==> config.mk <==
export PLATFORM = sky130hd
export DESIGN_NAME = pc_sequencer
export DESIGN_NICKNAME = d
export VERILOG_FILES = /design/src/rtl/diaosi_types_pkg.sv /design/src/rtl/pcseq_timeout.sv /design/src/rtl/pc_sequencer.sv
export SDC_FILE = /design/constraint.sdc
export NUM_CORES = 1
export LEC_CHECK = 0
export BUFFER_PORTS_ARGS = -buffer_cell sky130_fd_sc_hd__buf_2
export CORE_MARGIN = 8
export CORE_UTILIZATION = 58
export DETAILED_ROUTE_END_ITERATION = 10
export PLACE_DENSITY_LB_ADDON = 0.25
export SLEW_MARGIN = 10
export SYNTH_ARGS = -nofsm -noshare
export SYNTH_HDL_FRONTEND = slang
export SYNTH_SLANG_ARGS = --single-unit
export TNS_END_PERCENT = 20
==> constraint.sdc <==
create_clock -name CLK -period 4.5 [get_ports CLK]
set_input_delay 0.225 -clock CLK [delete_from_list [all_inputs] [get_ports CLK]]
set_output_delay 0.225 -clock CLK [all_outputs]
set_load 0.02 [all_outputs]
==> src/rtl/diaosi_types_pkg.sv <==
// Shared datapath types: next-PC source select and PC sequencer state.
package diaosi_types_pkg;

    typedef enum logic [1:0] {
        ADD4_DIAOSI   = 2'd0,
        JUMP_DIAOSI   = 2'd1,
        JR_DIAOSI     = 2'd2,
        BRANCH_DIAOSI = 2'd3
    } pcsrc_t;

    typedef enum logic [1:0] {
        IDLE   = 2'd0,
        FETCH  = 2'd1,
        DATA   = 2'd2,
        HALTED = 2'd3
    } pcseq_state_t;

    // Timeout counter width; covers the full legal DTIMEOUT range.
    localparam int unsigned PCSEQ_TMO_W = 8;

endpackage

==> src/rtl/pcseq_timeout.sv <==
// Clearable, enabled down-counter watchdog; expired is high once the count reaches zero.
module pcseq_timeout #(
    parameter int unsigned LOAD = 63,
    parameter int unsigned W    = 8
) (
    input  logic CLK,
    input  logic RST,
    input  logic clear,
    input  logic en,
    output logic expired
);

    logic [W-1:0] cnt_q;

    always_ff @(posedge CLK or posedge RST) begin
        if (RST) begin
            cnt_q <= '0;
        end else if (clear) begin
            cnt_q <= W'(LOAD);
        end else if (en && (cnt_q != '0)) begin
            cnt_q <= cnt_q - 1'b1;
        end
    end

    assign expired = (cnt_q == '0);

endmodule

==> src/rtl/pc_sequencer.sv <==
// Fetch/execute sequencer: strobes PC updates, selects next-address source,
// holds for memory, halts on HALT or on a hung data access.
module pc_sequencer
    import diaosi_types_pkg::*;
#(
    parameter int unsigned DTIMEOUT = 64,
    parameter int unsigned CNT_W    = 32
) (
    input  logic             CLK,
    input  logic             RST,
    input  logic             stall,
    input  logic             ihit,
    input  logic             dhit,
    input  logic             is_mem,
    input  logic             is_jump,
    input  logic             is_jr,
    input  logic             is_branch,
    input  logic             br_taken,
    input  logic             halt,
    output logic             iREN,
    output logic             dmem_req,
    output logic             pc_next,
    output logic [1:0]       PCSrc,
    output logic             halted,
    output logic             mem_err,
    output logic [CNT_W-1:0] instr_count
);

    pcseq_state_t     state_q, state_d;
    pcsrc_t           pcsrc;
    logic             halted_q, mem_err_q;
    logic [CNT_W-1:0] count_q;
    logic             tmo_clear, tmo_en, tmo_expired, tmo_fire;

    // Load DTIMEOUT-1 on entry so expiry lands on the DTIMEOUT-th dhit-less cycle.
    pcseq_timeout #(
        .LOAD (DTIMEOUT - 1),
        .W    (PCSEQ_TMO_W)
    ) u_timeout (
        .CLK     (CLK),
        .RST     (RST),
        .clear   (tmo_clear),
        .en      (tmo_en),
        .expired (tmo_expired)
    );

    assign tmo_clear = (state_q == FETCH) && ihit && !halt && is_mem && !stall;
    assign tmo_en    = (state_q == DATA) && !dhit && !stall;
    assign tmo_fire  = (state_q == DATA) && !dhit && tmo_expired && !stall;

    always_ff @(posedge CLK or posedge RST) begin
        if (RST) begin
            state_q   <= IDLE;
            halted_q  <= 1'b0;
            mem_err_q <= 1'b0;
            count_q   <= '0;
        end else begin
            state_q <= state_d;
            if (state_d == HALTED) begin
                halted_q <= 1'b1;
            end
            if (tmo_fire) begin
                mem_err_q <= 1'b1;
            end
            if (pc_next) begin
                count_q <= count_q + 1'b1;
            end
        end
    end

    always_comb begin
        state_d = state_q;
        unique case (state_q)
            IDLE:  state_d = FETCH;
            FETCH: begin
                if (ihit && halt) begin
                    state_d = HALTED;
                end else if (ihit && is_mem) begin
                    state_d = DATA;
                end
            end
            DATA: begin
                if (dhit) begin
                    state_d = FETCH;
                end else if (tmo_expired) begin
                    state_d = HALTED;
                end
            end
            HALTED:  state_d = HALTED;
            default: state_d = IDLE;
        endcase
        if (stall) begin
            state_d = state_q;
        end
    end

    always_comb begin
        iREN     = 1'b0;
        dmem_req = 1'b0;
        pc_next  = 1'b0;
        pcsrc    = ADD4_DIAOSI;
        unique case (state_q)
            FETCH: begin
                iREN = 1'b1;
                if (ihit && !halt && !is_mem && !stall) begin
                    pc_next = 1'b1;
                    if (is_jr) begin
                        pcsrc = JR_DIAOSI;
                    end else if (is_jump) begin
                        pcsrc = JUMP_DIAOSI;
                    end else if (is_branch && br_taken) begin
                        pcsrc = BRANCH_DIAOSI;
                    end
                end
            end
            DATA: begin
                dmem_req = 1'b1;
                pc_next  = dhit && !stall;
            end
            default: ;
        endcase
    end

    assign PCSrc       = pcsrc;
    assign halted      = halted_q;
    assign mem_err     = mem_err_q;
    assign instr_count = count_q;

endmodule

==> qor.csv <==
stage;metric;value;unit
status;status;completed;
clocking;insertion_delay;0.30;ns
routing;drc_errors;0;
layout;fin_util;70.9;%
floorplanning;coreArea;3690;sq um
routing;drtPass1Iterations;4;
timing;setup_tns;0;ns
timing;setup_viol;0;
placed_design;hpwlAfterDp;3.37;mm
logic_synthesis;synth_cell_types;42;
layout;drive_above_1_share;24.2;%
clocking;path_clk_slew;0.08;ns
logic_synthesis;synth.most_common_cell;dfrtp_1;
timing;fmax;0.441;GHz
floorplanning;die_area;6080;sq um
floorplanning;die_h;78.0;um
clocking;holdBufCountCts;0;
worst_setup_path;cp.depth;6;
global_route;grt_pass1_wl;7.84;mm
clocking;cts_setup_buffers;0;
placed_design;dp_slack;2.27;ns
timing;worst_slack;2.23;ns
pwr;p_leak;1.33;nW
pwr;ir_drop;256;uV
worst_setup_path;cp_data_required_time;4.28;ns
timing;rsz0062_at_grt;false;
timing;fin_crit_sh;50.4;%
timing;relSlewSlack;59.7;%
layout;nNetsFinal;282;
logic_synthesis;synth_edf_count;0;
global_route;grt_pass1_vias;1767;
worst_setup_path;cp_common_cell;inv_1;
worst_setup_path;crit_slowest_cell;dfrtp_1;
logic_synthesis;synthAdderAreaFrac;3.93;%
layout;syn_to_final_growth;17.4;%
global_route;grt_overflow_total;0;
logic_synthesis;ys_seq_elements;44;
timing;final-hold-violation-count;0;
logic_synthesis;synthSimpleGateAreaFrac;22.7;%
layout;finalInstanceArea;2620;sq um
worst_setup_path;critPathTopFamily;buffers and inverters;
worst_setup_path;crit_buf_inv;3;
logic_synthesis;ys_top_cells_by_count;dfrtp_1 (44), xnor2_1 (29), nand2_1 (22);
layout;nFillCells;282;
clocking;ctsResizeCount;0;
worst_setup_path;crit_path_start_kind;flip-flop;
logic_synthesis;async_flop_share;100;%
routing;routed_via_density;5.47;
flow_run;drv_cap;0;
layout;multi_input_area;1060;sq um
floorplanning;die_w;78.0;um
layout;regArea;1100;sq um
worst_setup_path;cp_cell_sequence;inv_1, ha_1, and4bb_2, o21ai_2, inv_1, buf_2;
global_route;grt_usage;15.6;%
clocking;htree_levels;2;
logic_synthesis;synth_compound_area_share;7.30;%
pwr;power.density;370;nW/um^2
logic_synthesis;synth.top_cell.area_share;49.4;%
floorplanning;ioPinCount;50;
routing;wirelength;4.48;mm
logic_synthesis;synth_nets;228;
routing;postRouteAntennaNets;0;
floorplanning;start_util;60.4;%
layout;antenna_cells;0;
placed_design;placed_area;2520;sq um
logic_synthesis;synth_top_family_by_area;simple AND/OR/NAND/NOR gates;
worst_setup_path;cp_max_fo;7;
routing;first_iter_violations;96;
timing;period_needed;2.27;ns
logic_synthesis;synth_top_cell_by_area;dfrtp_1;
logic_synthesis;seq_area_frac_synth;49.4;%
floorplanning;std_cell_rows;22;
clocking;cts_tree;done;
clocking;cts_buffers;5;
logic_synthesis;syn_inst;210;
logic_synthesis;avgSynthCellArea;10.6;sq um
placed_design;place.gp.congestion;0.794;
clocking;cts_sinks;44;
routing;dr_total_vias;1711;
worst_setup_path;crit_type;reg -> out;
worst_setup_path;end_kind;output port;
worst_setup_path;cp.arrival;2.04;ns
logic_synthesis;synth_area;2230;sq um
timing;worstMarginPinSlew;0.599;ns
min_path;hold_path.class;in -> async;
placed_design;io_buffers;49;
clocking;cts_buffer_depth;2;
clocking;cts_root_buffer;clkbuf_8;
routing;post_drt_wl_per_cell;14.3;um
timing;fin_worst_skew;0.00606;ns
worst_setup_path;r2r_cells;7;
logic_synthesis;synth_ff_type;dfrtp_1;
global_route;grt_max_degree;45;
worst_setup_path;slowest_delay;0.40;ns
logic_synthesis;ys_top_cells_by_area;dfrtp_1 (49%), xnor2_1 (11%), ha_1 (3.9%), nand2_1 (3.7%), nand4_1 (3.1%);
logic_synthesis;muxShareOfSynthArea;0;%
timing;drv_slew;0;
logic_synthesis;synth_xor_area_share;13.8;%
logic_synthesis;ys_warn_count;0;
global_route;antenna_found_initial;0;
## placed cells by master, fill, tap and decap left out, drive strengths merged, types with 7 or more instances in the layout
| cell type | n |
|---|---|
| xnor2 | 29 |
| nand4 | 11 |
| inv | 11 |
| dfrtp | 44 |
| buf | 50 |
| clkbuf | 7 |
| nor2 | 10 |
| nand3 | 10 |
| nand2 | 22 |
| ha | 7 |
## final timing paths
kind	startpoint	to	slack, ns
setup reg to reg	state_q[1]	instr_count[20]	2.27
hold / removal	RST	instr_count[17]	0.04
setup / recovery	state_q[1]	pc_next	2.23
max in group asynchronous	RST	instr_count[4]	4.10
hold reg to reg	halted	halted	0.45
min in group CLK	dhit	mem_err	0.30
## worst register-to-register path, delay by kind of cell (launching register included)
kind,cells,cell delay [ns]
buf+inv,1,0.13
compound gates,1,0.14
fa+ha+maj,1,0.26
flops,1,0.42
simple gates,3,1.00
xor+xnor,1,0.16
## kinds of logic (layout without fill, tap and decap cells)
logic type               count (synthesis)  count (layout)
buffers and inverters                   15              70
XOR/XNOR                                35              35
AO/OA/AOI/OAI                           23              23
flip-flops                              44              44
AND/OR/NAND/NOR                         86              86
adder cells (fa/ha/maj)                  7               7
## where the power goes
| part | total (mW) | switching, mW | internal (mW) |
|---|---|---|---|
| Sequential | 0.490 | 0.0511 | 0.439 |
| Clock | 0.255 | 0.131 | 0.125 |
| Combinational | 0.221 | 0.132 | 0.0883 |
| Total | 0.966 | 0.314 | 0.652 |
## flip-flops by register name, summed over array words and instances (netlist names)
signal,flops
instr_count,32
u_timeout.cnt_q,8
state_q,2
halted,1
mem_err,1
## layout make-up
type	instances	area share [%]
Inverter	12	1.72
Clock inverter	1	0.287
Tap cell	48	2.30
Clock buffer	7	3.30
Multi-Input combinational cell	151	40.6
Sequential cell	44	42.1
Timing Repair Buffer	50	9.67
## metal layers
metal  vias to the layer above  wire length [um]  GRT usage, %
met5                         -                 0             0
met4                         0               142          9.26
met3                        13               232          4.61
met2                        51              2150          25.5
met1                       808              1960          17.8
li1                        839                 -             -
## stage by stage
| stage | hold WS [ns] | std cells | power [mW] |
|---|---|---|---|
| 2_1_floorplan | 0.435 | 210 | 0.651 |
| 3_3_place_gp | 0.384 | 305 | 0.712 |
| 3_5_place_dp | 0.388 | 305 | 0.721 |
| 4_1_cts | 0.0584 | 313 | 0.978 |
| 5_1_grt | 0.0821 | 313 | 1.03 |
| 6_report | 0.0394 | 313 | 0.966 |
Power figures use the tool's default switching activity.
